===== src/rtl/mdu_pkg.sv =====
// Shared MDU definitions: op codes (also decoded by the MDU), issue-controller state encoding, watchdog limit.
package mdu_pkg;

   typedef enum logic [2:0] {
      MDU_MULT  = 3'd0,
      MDU_MULTU = 3'd1,
      MDU_DIV   = 3'd2,
      MDU_DIVU  = 3'd3,
      MDU_MTHI  = 3'd4,
      MDU_MTLO  = 3'd5,
      MDU_MFHI  = 3'd6,
      MDU_MFLO  = 3'd7
   } mdu_op_e;

   typedef enum logic [1:0] {
      ST_IDLE = 2'd0,
      ST_RUN  = 2'd1,
      ST_READ = 2'd2
   } ctrl_state_e;

   localparam logic [4:0] WD_LIMIT = 5'd31;

   function automatic logic is_compute(input logic [2:0] op);
      return (op == MDU_MULT) || (op == MDU_MULTU) || (op == MDU_DIV) || (op == MDU_DIVU);
   endfunction

   function automatic logic is_move_to(input logic [2:0] op);
      return (op == MDU_MTHI) || (op == MDU_MTLO);
   endfunction

endpackage


===== src/rtl/mdu_issue_ctrl.sv =====
// Issue/interlock control between the E stage and the multiply/divide unit: compute and MT ops issue in
// the request cycle, MFHI/MFLO cost one stall plus one read cycle; E is stalled while an MDU op is running.
module mdu_issue_ctrl
   import mdu_pkg::*;
(
   input  logic        clk,
   input  logic        reset,
   input  logic        req_valid,
   input  logic [2:0]  req_op,
   input  logic [31:0] req_a,
   input  logic [31:0] req_b,
   input  logic        flush,
   output logic        stall,
   output logic        mdu_start,
   output logic [2:0]  mdu_ctrl,
   output logic [31:0] mdu_srca,
   output logic [31:0] mdu_srcb,
   input  logic        mdu_busy,
   input  logic [31:0] mdu_hi,
   input  logic [31:0] mdu_lo,
   output logic [31:0] rd_data,
   output logic        rd_valid,
   output logic        wd_err
);

   ctrl_state_e state_q, state_d;
   logic        first_q, first_d;
   logic [4:0]  wd_cnt_q, wd_cnt_d;
   logic [4:0]  wd_nxt;
   logic        wd_err_q, wd_trip;
   logic [31:0] rd_data_q;
   logic        req, done, accept;
   logic        stall_c, start_c, rd_load;

   assign req    = req_valid & ~flush;
   assign wd_nxt = wd_cnt_q + 5'd1;
   // The MDU's busy flag lags the start pulse by a cycle, so the first RUN cycle is never "done".
   assign done   = (state_q == ST_RUN) && !first_q && !mdu_busy;
   assign accept = (state_q == ST_IDLE) || done;

   always_comb begin
      state_d  = state_q;
      first_d  = 1'b0;
      wd_cnt_d = wd_cnt_q;
      wd_trip  = 1'b0;
      stall_c  = 1'b0;
      start_c  = 1'b0;
      rd_load  = 1'b0;

      case (state_q)
         ST_READ: state_d = ST_IDLE;
         ST_RUN: begin
            if (!done) begin
               stall_c  = req;
               wd_cnt_d = wd_nxt;
               if (wd_nxt == WD_LIMIT) begin
                  wd_trip = 1'b1;
                  state_d = ST_IDLE;
               end
            end else begin
               state_d = ST_IDLE;
            end
         end
         default: ;
      endcase

      // A completing RUN behaves as IDLE in the same cycle so a waiting request pays no bubble.
      if (accept && req) begin
         if (is_compute(req_op)) begin
            start_c  = 1'b1;
            first_d  = 1'b1;
            wd_cnt_d = '0;
            state_d  = ST_RUN;
         end else if (is_move_to(req_op)) begin
            start_c = 1'b1;
         end else begin
            stall_c = 1'b1;
            rd_load = 1'b1;
            state_d = ST_READ;
         end
      end
   end

   always_ff @(posedge clk or negedge reset) begin
      if (!reset) begin
         state_q   <= ST_IDLE;
         first_q   <= 1'b0;
         wd_cnt_q  <= '0;
         wd_err_q  <= 1'b0;
         rd_data_q <= '0;
      end else begin
         state_q  <= state_d;
         first_q  <= first_d;
         wd_cnt_q <= wd_cnt_d;
         wd_err_q <= wd_err_q | wd_trip;
         if (rd_load) begin
            rd_data_q <= (req_op == MDU_MFHI) ? mdu_hi : mdu_lo;
         end
      end
   end

   // Gated by reset so a request held on the inputs cannot stall or issue while reset is low.
   assign stall     = stall_c & reset;
   assign mdu_start = start_c & reset;
   assign mdu_ctrl  = req_op;
   assign mdu_srca  = req_a;
   assign mdu_srcb  = req_b;
   assign rd_data   = rd_data_q;
   assign rd_valid  = (state_q == ST_READ);
   assign wd_err    = wd_err_q;

endmodule


===== config.mk =====
export PLATFORM = sky130hd
export DESIGN_NAME = mdu_issue_ctrl
export DESIGN_NICKNAME = d
export VERILOG_FILES = /design/src/rtl/mdu_pkg.sv /design/src/rtl/mdu_issue_ctrl.sv
export SDC_FILE = /design/constraint.sdc
export NUM_CORES = 1
export LEC_CHECK = 0
export ABC_AREA = 0
export ABC_CLOCK_PERIOD_IN_PS = 3850
export BUFFER_PORTS_ARGS = -buffer_cell sky130_fd_sc_hd__buf_2
export CAP_MARGIN = 20
export CORE_AREA = 4 4 90 92
export DETAILED_ROUTE_END_ITERATION = 16
export DIE_AREA = 0 0 94 96
export PLACE_DENSITY = 0.84
export SLEW_MARGIN = 20
export SYNTH_ARGS = -nofsm -noshare
export SYNTH_HDL_FRONTEND = slang
export SYNTH_SLANG_ARGS = --single-unit

===== constraint.sdc =====
create_clock -name clk -period 3.85 [get_ports clk]
set_input_delay 0.385 -clock clk [delete_from_list [all_inputs] [get_ports clk]]
set_output_delay 0.385 -clock clk [all_outputs]
set_load 0.02 [all_outputs]

==> flow_summary_export.csv <==
group,metric,value,unit
final_layout,fin_nets,447,
power,vdd_drop_max,0.0002605,V
grt,grt_pass1_vias,1899,
synth,synth_nets,407,
route,vias,1898,
grt,track_usage,0.1268,
clock_network,post_cts_resized,0,
synth,syn_area_per_cell,9.514,µm²
synth,synth_edf_count,0,
route,ant_nets,0,
clock_network,clkTransAtPathRegs,0.07,ns
final_layout,num_antenna_cells,0,
die,die_y,96,µm
sta,skew,0.005690,ns
hold_path,hold_path_class,"in -> async",
synth,synth_area,2521,µm²
clock_network,h-tree-depth,2,
worst_setup_path,path_class,"reg -> out",
worst_setup_path,critPathLaunchType,"flip-flop",
die,num_rows,31,
power,power.leakage,1.613,nW
die,num_io_pins,239,
synth,synth_ff_type,"dfrtp_1",
placement,place_congestion,0.7222,
clock_network,cts_root_buf,"clkbuf_8",
outcome,status,"complete, no violations",
sta,hold_violations,0,
clock_network,cts_tree,"done",
synth,ys_warn_count,0,
clock_network,clock_latency,0.29,ns
worst_setup_path,crit_fanout,33,
placement,dp_hpwl,4.642,mm
final_layout,most-common-layout-cells,"buf_2 (110), dfrtp_1 (41), nand2_1 (35)",
final_layout,drive_gt1_frac,0.4020,
grt,overflow,0,
grt,antenna_found_initial,0,
sta,fin_setup_tns,0,ns
route,first_iter_violations,44,
sta,rsz0062_at_grt,"false",
sta,tightest_slew,1.008,ns
synth,synth_cells,265,
synth,synthArstFlopShare,1.000,
clock_network,clk_path_buf_depth,2,
sta,max_freq,345.5,MHz
route,drc,0,
die,die_w,94,µm
worst_setup_path,cp_data_required_time,3.46,ns
synth,ys_top_cells_by_area,"dfrtp_1 (41%), buf_4 (20%), mux2i_1 (13%), nand2_1 (5.2%), o21ai_1 (4.0%)",
synth,synth_seq_area_share,0.4069,
placement,dpl_cell_area,2645,µm²
clock_network,postCtsSetupRepairBufs,0,
grt,grt_start_max_net_pins,37,
worst_setup_path,cp_num_buf_inv,2,
placement,place_ws,1.229,ns
sta,period_needed,2.894,ns
final_layout,synthToLayoutAreaGrowth,9.529,%
sta,setup_slack,0.9556,ns
worst_setup_path,setup.worst_path.end_class,"output pin",
final_layout,layout_commonest_cell,"buf_2",
route,wl_per_cell,14.21,µm
final_layout,final_cell_area,2761,µm²
worst_setup_path,max_stage_delay,0.72,ns
sta,fin_crit_sh,0.7518,
die,start_util,0.3495,
clock_network,cts-hold-fix-buffers,0,
worst_setup_path,arrival,2.51,ns
route,dr.pass1.iters,4,
synth,yosysTopAreaCellShare,0.4069,
sta,relSlewSlack,0.3279,
die,die-area,9024,µm²
route,via_per_inst,4.686,
clock_network,clock_sinks,41,
synth,synth_seq_cells,41,
die,core_region_area,7214,µm²
power,power,1.751,mW
synth,synth_largest_area_cell,"dfrtp_1",
worst_setup_path,crit_slowest_cell,"a2111o_2",
clock_network,cts_buffers,5,
synth,synth_cell_type_count,28,
sta,setup_viol,0,
worst_setup_path,crit_chain,"inv_1 > ha_1 > or3b_4 > a2111o_2 > a21boi_0 > buf_2",
worst_setup_path,crit_family,"compound AO/OA/AOI/OAI gates",
sta,drv_slew,0,
placement,numPortBuffers,110,
grt,grt_pass1_wl,9.011,mm
route,wirelength,5.756,mm
job,cap_viol_max_count,0,
power,cellPowerDensity,634.2,nW/µm²
sta,whs,0.02934,ns
## cells by family (layout without fill, tap and decap cells)
group / after synthesis / count (layout) / synth area share
xor+xnor: 4 / 4 / 0.01390
buf+inv: 86 / 127 / 0.2352
fa+ha+maj: 6 / 6 / 0.02978
mux: 33 / 33 / 0.1310
simple gates: 51 / 51 / 0.08437
flops: 41 / 41 / 0.4069
compound gates: 44 / 44 / 0.09877
## layout make-up
class | count | area, µm²
clock buffer | 7 | 86.33
clock inverter | 1 | 30.03
fill | 737 | 4453
inverter | 7 | 26.28
multi-input combinational | 138 | 903.4
sequential | 41 | 1026
tap | 99 | 123.9
timing repair buffer | 112 | 565.5
## metal layers
| layer | global-route usage | share of wire |
|---|---|---|
| met5 | 0 | 0 |
| met2 | 0.2247 | 0.53 |
| met1 | 0.1382 | 0.34 |
| met3 | 0.04457 | 0.11 |
| met4 | 0.05174 | 0.018 |
## final timing paths
check,start,endpoint,slack (ns),depth (start not counted)
setup / recovery,state_q[1],stall,0.96,6
min in group clk,flush,first_q,0.36,2
hold / removal,reset,first_q,0.03,1
setup reg to reg,state_q[1],rd_data[27],1.41,7
max in group asynchronous,reset,rd_data[30],3.14,2
hold reg to reg,wd_err,wd_err,0.47,1
## where the power goes
part,total [mW],internal [mW],switching (mW)
combinational,0.678,0.252,0.426
clock,0.355,0.211,0.143
sequential,0.719,0.604,0.114
total,1.75,1.07,0.683
## synthesized netlist by cell type (3+ instances only)
cell / count
xor2_1: 3
inv_1: 7
buf_2: 3
nand2_1: 35
o21ai_0: 14
ha_1: 6
mux2i_1: 33
dfrtp_1: 41
o21ai_1: 20
buf_4: 67
nor2_1: 7
nand3_1: 5
clkbuf_1: 6
## registers in the layout, indices dropped and copies added, names as in the netlist
signal / count
wd_cnt_q: 5
rd_data: 32
wd_err: 1
first_q: 1
state_q: 2
## metrics by stage
step / std cells / util
finish: 405 / 0.3828
global route: 405 / 0.3828
CTS: 405 / 0.3828
detailed placement: 397 / 0.3666
global placement: 397 / 0.3666
floorplan: 265 / -
(Power assumes the default switching activity.)
